`src/rtl/wb_burst_if.sv`:
```
// Wishbone slave-port bundle with the bl/bry burst extension.
// Signal names keep the slave-side view: *_i flows master->slave, *_o flows slave->master.
interface wb_burst_if;
  logic [31:0] wbs_dat_i;
  logic [31:0] wbs_adr_i;
  logic [3:0]  wbs_sel_i;
  logic [9:0]  wbs_bl_i;
  logic        wbs_bry_i;
  logic        wbs_we_i;
  logic        wbs_cyc_i;
  logic        wbs_stb_i;
  logic [31:0] wbs_dat_o;
  logic        wbs_ack_o;
  logic        wbs_lack_o;
  logic        wbs_err_o;

  modport master (
    output wbs_dat_i, wbs_adr_i, wbs_sel_i, wbs_bl_i, wbs_bry_i,
           wbs_we_i, wbs_cyc_i, wbs_stb_i,
    input  wbs_dat_o, wbs_ack_o, wbs_lack_o, wbs_err_o
  );

  modport slave (
    input  wbs_dat_i, wbs_adr_i, wbs_sel_i, wbs_bl_i, wbs_bry_i,
           wbs_we_i, wbs_cyc_i, wbs_stb_i,
    output wbs_dat_o, wbs_ack_o, wbs_lack_o, wbs_err_o
  );
endinterface

```
`src/rtl/wb_burst_responder.sv`:
```
// Wishbone burst responder in front of a 1-cycle-latency 32-bit SRAM.
// Handshake: a write beat is taken in WR when stb & bry & !ack_o; a read beat is
// delivered from RD_ACK when bry is high. ack_o/lack_o/err_o/dat_o are registered
// one-cycle pulses; mem_* are combinational from state and the latched burst regs.
module wb_burst_responder #(
  parameter int AW = 8
) (
  input  logic          clk_i,
  input  logic          rst_i,
  wb_burst_if.slave     wbs,
  output logic          mem_cs_o,
  output logic          mem_we_o,
  output logic [AW-1:0] mem_addr_o,
  output logic [3:0]    mem_wmask_o,
  output logic [31:0]   mem_wdata_o,
  input  logic [31:0]   mem_rdata_i,
  output logic [2:0]    o_dbg_state
);

  typedef enum logic [2:0] {
    S_IDLE   = 3'd0,
    S_WR     = 3'd1,
    S_RD_REQ = 3'd2,
    S_RD_ACK = 3'd3,
    S_ERR    = 3'd4,
    S_DONE   = 3'd5
  } state_t;

  state_t        r_state;
  state_t        w_next;
  logic [AW-1:0] r_addr;
  logic [9:0]    r_remain;
  logic [3:0]    r_sel;
  logic [31:0]   r_hold;
  logic          r_fresh;
  logic          r_ack;
  logic          r_lack;
  logic          r_err;
  logic [31:0]   r_dat;

  logic          w_start;
  logic          w_wr_beat;
  logic          w_rd_beat;
  logic          w_rd_issue;
  logic          w_last;
  logic          w_adr_bad;
  logic [31:0]   w_rd_word;
  logic          w_unused_adr;

  // Byte-offset bits carry no meaning for word accesses.
  assign w_unused_adr = &{1'b0, wbs.wbs_adr_i[1:0]};

  assign w_adr_bad = |wbs.wbs_adr_i[31:AW+2];
  assign w_last    = (r_remain == 10'd1);
  // On the first RD_ACK cycle the SRAM output is live; afterwards only the held copy is.
  assign w_rd_word = r_fresh ? mem_rdata_i : r_hold;

  // Next-state and per-cycle beat decisions.
  always_comb begin
    w_next     = r_state;
    w_start    = 1'b0;
    w_wr_beat  = 1'b0;
    w_rd_beat  = 1'b0;
    w_rd_issue = 1'b0;
    case (r_state)
      S_IDLE: begin
        if (wbs.wbs_cyc_i && wbs.wbs_stb_i) begin
          w_start = 1'b1;
          if (w_adr_bad)          w_next = S_ERR;
          else if (wbs.wbs_we_i)  w_next = S_WR;
          else                    w_next = S_RD_REQ;
        end
      end
      S_WR: begin
        if (!wbs.wbs_cyc_i) begin
          w_next = S_IDLE;
        end else if (wbs.wbs_stb_i && wbs.wbs_bry_i && !r_ack) begin
          w_wr_beat = 1'b1;
          if (w_last) w_next = S_DONE;
        end
      end
      S_RD_REQ: begin
        if (!wbs.wbs_cyc_i) begin
          w_next = S_IDLE;
        end else begin
          w_rd_issue = 1'b1;
          w_next     = S_RD_ACK;
        end
      end
      S_RD_ACK: begin
        if (!wbs.wbs_cyc_i) begin
          w_next = S_IDLE;
        end else if (wbs.wbs_bry_i) begin
          w_rd_beat = 1'b1;
          w_next    = w_last ? S_DONE : S_RD_REQ;
        end
      end
      S_ERR:  w_next = S_DONE;
      S_DONE: begin
        if (!wbs.wbs_stb_i || !wbs.wbs_cyc_i) w_next = S_IDLE;
      end
      default: w_next = S_IDLE;
    endcase
  end

  // State register.
  always_ff @(posedge clk_i or posedge rst_i) begin
    if (rst_i) r_state <= S_IDLE;
    else       r_state <= w_next;
  end

  // Burst bookkeeping, read holding register and registered bus responses.
  always_ff @(posedge clk_i or posedge rst_i) begin
    if (rst_i) begin
      r_addr   <= '0;
      r_remain <= '0;
      r_sel    <= '0;
      r_hold   <= '0;
      r_fresh  <= 1'b0;
      r_ack    <= 1'b0;
      r_lack   <= 1'b0;
      r_err    <= 1'b0;
      r_dat    <= '0;
    end else begin
      r_ack   <= 1'b0;
      r_lack  <= 1'b0;
      r_err   <= 1'b0;
      r_dat   <= '0;
      r_fresh <= w_rd_issue;
      if (r_fresh) r_hold <= mem_rdata_i;
      if (w_start) begin
        r_addr   <= wbs.wbs_adr_i[AW+1:2];
        r_remain <= (wbs.wbs_bl_i == 10'd0) ? 10'd1 : wbs.wbs_bl_i;
        r_sel    <= wbs.wbs_sel_i;
      end
      if (w_wr_beat || w_rd_beat) begin
        r_ack    <= 1'b1;
        r_lack   <= w_last;
        r_addr   <= r_addr + 1'b1;
        r_remain <= r_remain - 10'd1;
      end
      if (w_rd_beat) r_dat <= w_rd_word;
      if (r_state == S_ERR) begin
        r_ack  <= 1'b1;
        r_lack <= 1'b1;
        r_err  <= 1'b1;
      end
    end
  end

  assign mem_cs_o    = w_wr_beat | w_rd_issue;
  assign mem_we_o    = w_wr_beat;
  assign mem_addr_o  = r_addr;
  assign mem_wmask_o = r_sel;
  assign mem_wdata_o = w_wr_beat ? wbs.wbs_dat_i : 32'd0;

  assign wbs.wbs_ack_o  = r_ack;
  assign wbs.wbs_lack_o = r_lack;
  assign wbs.wbs_err_o  = r_err;
  assign wbs.wbs_dat_o  = r_dat;

  assign o_dbg_state = r_state;

endmodule
```
`src/flat_wrapper.sv`:
```
// flat-port wrapper written by rule: the top's interface ports become plain ports
module wb_burst_responder_flat 
#(
  parameter int AW = 8
)
  (clk_i, rst_i, mem_cs_o, mem_we_o, mem_addr_o, mem_wmask_o, mem_wdata_o, mem_rdata_i, o_dbg_state, wbs_wbs_dat_i, wbs_wbs_adr_i, wbs_wbs_sel_i, wbs_wbs_bl_i, wbs_wbs_bry_i, wbs_wbs_we_i, wbs_wbs_cyc_i, wbs_wbs_stb_i, wbs_wbs_dat_o, wbs_wbs_ack_o, wbs_wbs_lack_o, wbs_wbs_err_o);
  wb_burst_if wbs_i ();
  input  logic clk_i;
  input  logic rst_i;
  output logic mem_cs_o;
  output logic mem_we_o;
  output logic [AW-1:0] mem_addr_o;
  output logic [3:0] mem_wmask_o;
  output logic [31:0] mem_wdata_o;
  input  logic [31:0] mem_rdata_i;
  output logic [2:0] o_dbg_state;
  input wire logic [$bits(wbs_i.wbs_dat_i)-1:0] wbs_wbs_dat_i;
  input wire logic [$bits(wbs_i.wbs_adr_i)-1:0] wbs_wbs_adr_i;
  input wire logic [$bits(wbs_i.wbs_sel_i)-1:0] wbs_wbs_sel_i;
  input wire logic [$bits(wbs_i.wbs_bl_i)-1:0] wbs_wbs_bl_i;
  input wire logic [$bits(wbs_i.wbs_bry_i)-1:0] wbs_wbs_bry_i;
  input wire logic [$bits(wbs_i.wbs_we_i)-1:0] wbs_wbs_we_i;
  input wire logic [$bits(wbs_i.wbs_cyc_i)-1:0] wbs_wbs_cyc_i;
  input wire logic [$bits(wbs_i.wbs_stb_i)-1:0] wbs_wbs_stb_i;
  output wire logic [$bits(wbs_i.wbs_dat_o)-1:0] wbs_wbs_dat_o;
  output wire logic [$bits(wbs_i.wbs_ack_o)-1:0] wbs_wbs_ack_o;
  output wire logic [$bits(wbs_i.wbs_lack_o)-1:0] wbs_wbs_lack_o;
  output wire logic [$bits(wbs_i.wbs_err_o)-1:0] wbs_wbs_err_o;
  assign wbs_i.wbs_dat_i = wbs_wbs_dat_i;
  assign wbs_i.wbs_adr_i = wbs_wbs_adr_i;
  assign wbs_i.wbs_sel_i = wbs_wbs_sel_i;
  assign wbs_i.wbs_bl_i = wbs_wbs_bl_i;
  assign wbs_i.wbs_bry_i = wbs_wbs_bry_i;
  assign wbs_i.wbs_we_i = wbs_wbs_we_i;
  assign wbs_i.wbs_cyc_i = wbs_wbs_cyc_i;
  assign wbs_i.wbs_stb_i = wbs_wbs_stb_i;
  assign wbs_wbs_dat_o = wbs_i.wbs_dat_o;
  assign wbs_wbs_ack_o = wbs_i.wbs_ack_o;
  assign wbs_wbs_lack_o = wbs_i.wbs_lack_o;
  assign wbs_wbs_err_o = wbs_i.wbs_err_o;
  wb_burst_responder #(.AW(AW)) u_core (.clk_i(clk_i), .rst_i(rst_i), .wbs(wbs_i), .mem_cs_o(mem_cs_o), .mem_we_o(mem_we_o), .mem_addr_o(mem_addr_o), .mem_wmask_o(mem_wmask_o), .mem_wdata_o(mem_wdata_o), .mem_rdata_i(mem_rdata_i), .o_dbg_state(o_dbg_state));
endmodule
```
`config.mk`:
```
export PLATFORM = sky130hd
export DESIGN_NAME = wb_burst_responder_flat
export DESIGN_NICKNAME = d
export VERILOG_FILES = /design/src/rtl/wb_burst_if.sv /design/src/rtl/wb_burst_responder.sv /design/src/flat_wrapper.sv
export SDC_FILE = /design/constraint.sdc
export NUM_CORES = 1
export LEC_CHECK = 0
export ABC_CLOCK_PERIOD_IN_PS = 6200
export CORE_MARGIN = 2
export CORE_UTILIZATION = 44
export CTS_CLUSTER_DIAMETER = 120
export CTS_CLUSTER_SIZE = 12
export DETAILED_ROUTE_END_ITERATION = 10
export PLACE_DENSITY = 0.86
export SETUP_SLACK_MARGIN = 0.4
export SKIP_CTS_REPAIR_TIMING = 1
export SLEW_MARGIN = 20
export SYNTH_ARGS = -nofsm -noshare
export SYNTH_HDL_FRONTEND = slang
export SYNTH_SLANG_ARGS = --single-unit
```
`constraint.sdc`:
```
create_clock -name clk_i -period 6.2 [get_ports clk_i]
set_input_delay 1.86 -clock clk_i [delete_from_list [all_inputs] [get_ports clk_i]]
set_output_delay 1.86 -clock clk_i [all_outputs]
set_load 0.05 [all_outputs]
```
=== Word level (Yosys, flattened, before mapping) ===
Cells that the tools add are included.

* Register bits: 93
* Bits in latches: 0
* RAM bits: 0
* Bits in read-only memories: 0
* Output and inout bits: 84
* Word-level logic and storage cells: 72
* Memories: 0

* Add/subtract/negate cells: 2
* Multipliers: 0
* Divide/modulo/power cells: 0
* $lt $le $gt $ge: 0
* Eq/ne operators: 11
* Shifts and indexed selects: 0
* Multiplexer cells: 35
* Bitwise operators: 1
* Reduce and logical (&&, ||, !) cells: 13

{| class="wikitable"
|+ Operator list
! operator !! count
|-
| 2-to-1 mux 32 bit || 3
|-
| 2-to-1 mux 10 bit || 3
|-
| 2-to-1 mux 3 bit || 9
|-
| OR reduction 22 bit || 1
|-
| one-hot mux 3 bit (6 select lines) || 1
|-
| 2-to-1 mux 8 bit || 2
|-
| 2-to-1 mux 1 bit || 15
|-
| equality test 10 x 1 -> 1 bit (second input constant) || 1
|-
| logical NOT 10 bit || 1
|-
| subtractor 10 x 1 -> 10 bit (second input constant) || 1
|-
| adder 8 x 1 -> 8 bit (second input constant) || 1
|-
| equality test 3 x 2 -> 1 bit (second input constant) || 2
|-
| equality test 3 bit (second input constant) || 2
|-
| != test 3 x 2 -> 1 bit (second input constant) || 2
|-
| AND reduction 5 bit || 1
|-
| 2-to-1 mux 2 bit || 2
|-
| != test 2 x 1 -> 1 bit (second input constant) || 2
|-
| equality test 3 x 1 -> 1 bit (second input constant) || 1
|-
| logical AND 1 bit || 3
|-
| logical NOT 1 bit || 3
|-
| logical NOT 3 bit || 1
|-
| != test 3 bit (second input constant) || 1
|-
| logical OR 1 bit || 2
|-
| nonzero test 2 bit || 1
|-
| OR 1 bit || 1
|}

=== Logic depth before layout (Yosys ltp) ===
Gate-level depths: netlist (run 1).

* Depth after elaboration: 8
* Gate-level depth with buffers: 7
* Depth with buffers taken out: 7

=== Least setup slack after synthesis (run 1) ===
OpenSTA, ideal clock, no wires.

* Kind: input to output
* Start: in wbs_wbs_bry_i
* End: out mem_wdata_o[22]
* Arrival time: 3.522 ns
* Required time: 4.340 ns
* Path slack: 0.818 ns
* Stages on the path: 5
* Buffers on the path: 2
* Path through: clkbuf_1 -> nand2_1 -> nor2_1 -> clkbuf_1 -> and2_1

* Word-level cells in the longest chain between the ends: 6

{| class="wikitable"
|+ Ends and longest elaborated chain
! item !! line !! text
|-
| from (decl) || flat_wrapper.sv:21 || <nowiki>input wire logic [$bits(wbs_i.wbs_bry_i)-1:0] wbs_wbs_bry_i;</nowiki>
|-
| logical AND 1 bit (2 in series) || wb_burst_responder.sv:77 || <nowiki>end else if (wbs.wbs_stb_i && wbs.wbs_bry_i && !r_ack) begin</nowiki>
|-
| 2-to-1 mux 1 bit || wb_burst_responder.sv:77 ||
|-
| 2-to-1 mux 1 bit || wb_burst_responder.sv:75 || <nowiki>if (!wbs.wbs_cyc_i) begin</nowiki>
|-
| 2-to-1 mux 1 bit || wb_burst_responder.sv:65 || <nowiki>case (r_state)</nowiki>
|-
| via mem_we_o || flat_wrapper.sv:11 || <nowiki>output logic mem_we_o;</nowiki>
|-
| 2-to-1 mux 32 bit || wb_burst_responder.sv:155 || <nowiki>assign mem_wdata_o = w_wr_beat ? wbs.wbs_dat_i : 32'd0;</nowiki>
|-
| to (decl) || flat_wrapper.sv:14 || <nowiki>output logic [31:0] mem_wdata_o;</nowiki>
|}

The timed path passes the listed nets, and every way through them passes these cells.

=== Worst setup path in the final report (run 1) ===
* Start: in wbs_wbs_cyc_i
* End: out mem_wdata_o[14]

* Word-level cells in the longest chain between the ends: 3

{| class="wikitable"
|+ Ends and longest elaborated chain
! item !! line !! text
|-
| from (decl) || flat_wrapper.sv:23 || <nowiki>input wire logic [$bits(wbs_i.wbs_cyc_i)-1:0] wbs_wbs_cyc_i;</nowiki>
|-
| 2-to-1 mux 1 bit || wb_burst_responder.sv:75 ||
|-
| 2-to-1 mux 1 bit || wb_burst_responder.sv:65 ||
|-
| 2-to-1 mux 32 bit || wb_burst_responder.sv:155 ||
|}

No other way between the ends.

==> results of run 1 <==
placed cells by master, fill, tap and decap left out, types with 2 or more instances in the layout:
cell | Yosys | layout
or4_1 | 2 | 2
and2_1 | 32 | 32
or2_2 | 3 | 3
nand4_1 | 4 | 4
a22oi_1 | 2 | 2
buf_4 | 0 | 5
o21ai_0 | 8 | 8
a311oi_1 | 3 | 3
o311ai_0 | 6 | 6
a21oi_1 | 10 | 10
nand3_1 | 8 | 8
inv_1 | 9 | 8
nor3_1 | 3 | 3
clkdlybuf4s50_1 | 0 | 163
buf_12 | 0 | 33
inv_6 | 0 | 2
nor2b_2 | 1 | 2
clkbuf_8 | 0 | 9
o211ai_1 | 5 | 5
nor2_1 | 19 | 19
nand2_1 | 43 | 43
ha_1 | 3 | 3
o22ai_1 | 4 | 4
nor4_1 | 9 | 9
nor2b_1 | 34 | 33
dfrtp_1 | 93 | 93
bufinv_16 | 0 | 2
mux2_2 | 32 | 32
critical path: stages:
cell and delay (ps):
clkdlybuf4s50_1 540, nor2b_2 380, nand2_1 160, nor2_1 130, buf_4 270, and2_1 220
buf_12 150
power by group through the flow:
stage	sequential [mW]	combinational (mW)	clock, mW
finish	0.790	0.670	0.441
global route	0.802	0.718	0.473
CTS	0.787	0.673	0.448
detailed placement	0.797	0.671	0
global placement	0.789	0.652	0
floorplan	0.954	0.240	0
state kept, by name (all words and copies together), names as in the netlist:
| name | count |
|---|---|
| u_core.wbs.wbs_ack_o | 1 |
| u_core.mem_addr_o | 8 |
| u_core.r_remain | 10 |
| u_core.o_dbg_state | 3 |
| u_core.r_hold | 32 |
| u_core.r_fresh | 1 |
| u_core.wbs.wbs_dat_o | 32 |
| u_core.wbs.wbs_lack_o | 1 |
| u_core.mem_wmask_o | 4 |
| u_core.wbs.wbs_err_o | 1 |
worst min path at each step:
stage                                from                     to  slack [ps]  cells past startpoint
floorplan              u_core.r_remain[9]     u_core.r_remain[9]         450                      1
detailed placement  u_core.mem_wmask_o[2]  u_core.mem_wmask_o[2]         470                      2
finish              u_core.mem_wmask_o[2]  u_core.mem_wmask_o[2]         490                      2
CTS                 u_core.mem_wmask_o[2]  u_core.mem_wmask_o[2]         490                      2
global route            u_core.r_hold[28]      u_core.r_hold[28]         510                      1
global placement    u_core.mem_wmask_o[1]  u_core.mem_wmask_o[1]         460                      2
synth_stat cells, types with 2 or more instances:
library cell and number:
nand4_1 4, a311oi_1 3, buf_1 3, ha_1 3
or4_1 2, o21ai_0 8, nor3_1 3, a22oi_1 2
buf_6 2, nor2b_1 34, and2_1 32, mux2_2 32
nand2_1 43, clkbuf_1 12, nor2_1 19, nor4_1 9
nand3_1 8, dfrtp_1 93, a21oi_1 10, o22ai_1 4
inv_1 9, o211ai_1 5, o311ai_0 6, or2_2 3
buf_2 2
metal layers:
metal	GRT usage [%]	vias to the layer above	part of all wire, %
met2	38.51	170	50
met5	0	-	0
met3	7.143	20	8.3
li1	-	1662	-
met4	6.639	0	1.8
met1	25.38	1698	39
area by class of cell:
cell class,instances,area [µm²],share of cell area [%]
well taps,111,138.9,2.073
clock inverters,6,93.84,1.401
flip-flops and latches,93,2327,34.74
clock buffers,9,123.9,1.849
multi-input cells,251,1650,24.64
inverters,9,35.03,0.5230
repair buffers,201,2330,34.78
kinds of logic after synthesis:
logic type	share of synthesized area (%)
adder cells (fa/ha/maj)	0.9161
flip-flops	56.79
buffers and inverters	2.992
AO/OA/AOI/OAI	8.611
AND/OR/NAND/NOR	21.65
multiplexers	9.038
stage by stage:
step / cells / worst slack [ps]
after floorplan: 372 / 818.1
after global placement: 665 / 617.2
after detailed placement: 665 / 606.0
after CTS: 680 / 585.5
after global routing: 680 / 417.6
final: 680 / 611.4
==> impl_metrics.yaml, run 1 <==
global_routing:
  grt_max_degree: 54
  grt-ovfl-total: 0
  grt_usage_pct: 21.86
  grt_pass1_wl_mm: 17.17
  grt_pass1_vias: 3595
  antenna_found_initial: 0
clocking:
  clk_pin_slew_ps: 100
  cts_buffer_depth: 2
  clock_latency_ps: 350
  cts-root-buf: "clkbuf_8"
  cts_inserted_buffers: 9
  htreeDepth: 3
  clock-sinks: 93
  cts_tree: "built"
sta:
  final_hold_viol_count: 0
  fin_crit_sh_pct: 90.14
  fin_setup_tns_ps: 0
  period_minus_slack_ps: 5589
  relSlewSlack_pct: 39.63
  clock_skew_ps: 10.27
  slew_viol_final: 0
  setup_violations: 0
  hold_slack_ps: 486.6
  fmax_mhz: 178.9
  rsz0062_at_grt: "false"
  worst_slew_pin_slew_ps: 905.5
place:
  port_buffers: 197
  placed_area_mm2: 0.006479
  gp_congestion: 0.8615
  place_hpwl_mm: 8.471
layout:
  area.growth.synth_to_final_pct: 63.48
  final_layout_size_suffix_gt1_share_pct: 16.87
  design_area_mm2: 0.006699
  final_nets: 684
  final_util_pct: 73.19
  n_fill_cell: 628
  num_antenna_cells: 0
floorplanning:
  coreArea_mm2: 0.009153
  ioPinCount: 200
  start_util_pct: 44.77
  rows: 35
  die_width_um: 100.5
  dieArea_mm2: 0.01010
  die_y_um: 100.5
logic_synthesis:
  synthFlopType: "dfrtp_1"
  netlist.area_leader.share_pct: 56.79
  syn_inst: 372
  synth-async-reset-ratio_pct: 100.0
  synth_warnings: 0
  yosysUniqueCellTypes: 46
  syn-cell-area_mm2: 0.004098
  ys_ff_latch: 93
  synth_edf_count: 0
  post-synth-top-area-cell: "dfrtp_1"
  yosysSeqAreaShare_pct: 56.79
  synth.avg_cell_area_um2: 11.02
  synthTopCellsByArea: "dfrtp_1, mux2_2, nor2b_1"
  syn-num-nets: 491
pwr:
  ir_worst_vdd_uv: 182.3
  sequentialPowerShare_pct: 41.6
  power_density_mw_per_mm2: 283.7
  pwr-share-comb_pct: 35.2
  p_sw_share_pct: 37.45
  power_switching_mw: 0.7118
  pwr-share-clk_pct: 23.2
  p_leak_nw: 2.891
  power.internal_mw: 1.189
  power_mw: 1.901
worst_setup_path:
  path_class: "in2out"
  start_kind: "input port"
  critPathArrivalTime_ps: 3730
  r2r_cells: 5
  regToRegStartpoint: "u_core.o_dbg_state[2]"
  endpoint: "mem_wdata_o[14]"
  cp_max_fo: 33
  worstPathRequired_ps: 4340
  cp-end-kind: "primary output"
  regToRegSetupSlack_ps: 3870
  crit_path_start: "wbs_wbs_cyc_i"
  r2r_end: "u_core.r_remain[5]"
route:
  ant_nets: 0
  vias: 3550
  avgRoutedWirePerCell_um: 16.14
  first_pass_iters: 4
  drc_errors: 0
  vias_per_cell: 5.221
  drt_iter0_markers: 142
  routed_wl_mm: 10.98
status:
  status: "finished, final reports clean"
job:
  maxCapViolCount: 0
worst_hold_path:
  hp-class: "reg2reg"
Note: power is estimated with default switching activity, not from simulation.
==> inputs of run 2 (changes only) <==
Settings changed: CORE_UTILIZATION 44 to 35, PLACE_DENSITY 0.86 to 0.71.
==> impl_metrics.yaml, run 2 (synthesized netlist as in run 1, its figures left out) <==
route:
  ant_nets: 0
  avgRoutedWirePerCell_um: 15.87
  drt_iter0_markers: 273
  vias: 3570
  routed_wl_mm: 11.32
  drc_errors: 0
  first_pass_iters: 4
  vias_per_cell: 5.007
global_routing:
  grt_max_degree: 61
  grt-ovfl-total: 0
  grt_usage_pct: 18.56
  grt_pass1_vias: 3792
  grt_pass1_wl_mm: 18.57
  antenna_found_initial: 0
clocking:
  clock_latency_ps: 340
  cts_inserted_buffers: 9
  htreeDepth: 3
  cts-root-buf: "clkbuf_16"
  clk_pin_slew_ps: 60
  cts_buffer_depth: 2
  cts_tree: "built"
  clock-sinks: 93
pwr:
  ir_worst_vdd_uv: 162.0
  power_density_mw_per_mm2: 291.6
  p_leak_nw: 2.925
floorplanning:
  coreArea_mm2: 0.01142
  dieArea_mm2: 0.01259
  ioPinCount: 200
  die_width_um: 112.2
  start_util_pct: 35.89
  rows: 39
  die_y_um: 112.2
sta:
  setup_violations: 0
  setup_slack_ps: 617.0
  final_hold_viol_count: 0
  relSlewSlack_pct: 47.04
  fmax_mhz: 179.1
  fin_setup_tns_ps: 0
  rsz0062_at_grt: "false"
  slew_viol_final: 0
  fin_crit_sh_pct: 90.05
  worst_slew_pin_slew_ps: 794.5
  clock_skew_ps: 9.806
  period_minus_slack_ps: 5583
layout:
  design_area_mm2: 0.006810
  area.growth.synth_to_final_pct: 66.20
  final_layout_size_suffix_gt1_share_pct: 16.67
  layout_commonest_cell: "clkdlybuf4s50_1"
  final_nets: 684
  layout_common_cells: "clkdlybuf4s50_1, dfrtp_1, nand2_1"
  num_antenna_cells: 0
  n_fill_cell: 968
place:
  post-place-ws_ps: 561.7
  gp_congestion: 0.8186
  placed_area_mm2: 0.006519
  place_hpwl_mm: 8.540
  port_buffers: 197
worst_setup_path:
  worstPathRequired_ps: 4340
  path_class: "in2out"
  start_kind: "input port"
  cp_max_fo: 33
  critPathArrivalTime_ps: 3720
  cp-end-kind: "primary output"
worst_hold_path:
  hp-class: "reg2reg"
status:
  status: "finished, final reports clean"
job:
  maxCapViolCount: 0
==> run 2: final timing paths <==
kind                                       start                       end  slack, ps  cells past startpoint
max reg2reg                u_core.o_dbg_state[0]        u_core.r_remain[5]       3800                      5
max                                wbs_wbs_stb_i           mem_wdata_o[18]        620                      7
min reg2reg                u_core.mem_wmask_o[2]     u_core.mem_wmask_o[2]        480                      2
min                        u_core.mem_wmask_o[2]     u_core.mem_wmask_o[2]        480                      2
min in group asynchronous                  rst_i  u_core.wbs.wbs_dat_o[11]       2040                      2
max in group asynchronous                  rst_i         u_core.r_hold[15]       3260                      3
==> run 2: critical path: stages <==
cell	delay, ps
clkdlybuf4s50_1	610
nor2b_1	300
nand2_1	140
nor2_1	130
buf_4	270
and2_1	250
buf_12	160
==> run 2: metal layers <==
layer / vias up / global-route usage (%) / share of wire, %
met4: 0 / 5.610 / 1.7
li1: 1672 / - / -
met3: 19 / 5.508 / 8.2
met2: 168 / 33.73 / 53
met5: - / 0 / 0
met1: 1711 / 21.02 / 38
==> run 2: final cells by class <==
type                    instances  area, µm²  area share, %
clock inverters                 5      42.54         0.6247
clock buffers                  11      242.7          3.564
repair buffers                201       2330          34.21
well taps                     143      178.9          2.627
inverters                       9      36.28         0.5328
multi-input cells             251       1653          24.27
flip-flops and latches         93       2327          34.17
==> run 2: stage by stage <==
| step | hold WS [ps] | power (mW) | utilization (%) | cells |
|---|---|---|---|---|
| CTS | 482.3 | 1.998 | 59.59 | 713 |
| floorplan | 450.6 | 1.193 | - | 372 |
| detailed placement | 466.5 | 1.472 | 57.09 | 697 |
| global route | 494.7 | 2.092 | 59.64 | 713 |
| global placement | 458.9 | 1.448 | 57.09 | 697 |
| finish | 479.3 | 1.986 | 59.64 | 713 |
==> run 2: report_power, final <==
part / switching (mW) / total, mW / internal [mW]
registers: 0.0991 / 0.790 / 0.691
clock network: 0.231 / 0.519 / 0.287
logic: 0.407 / 0.678 / 0.271
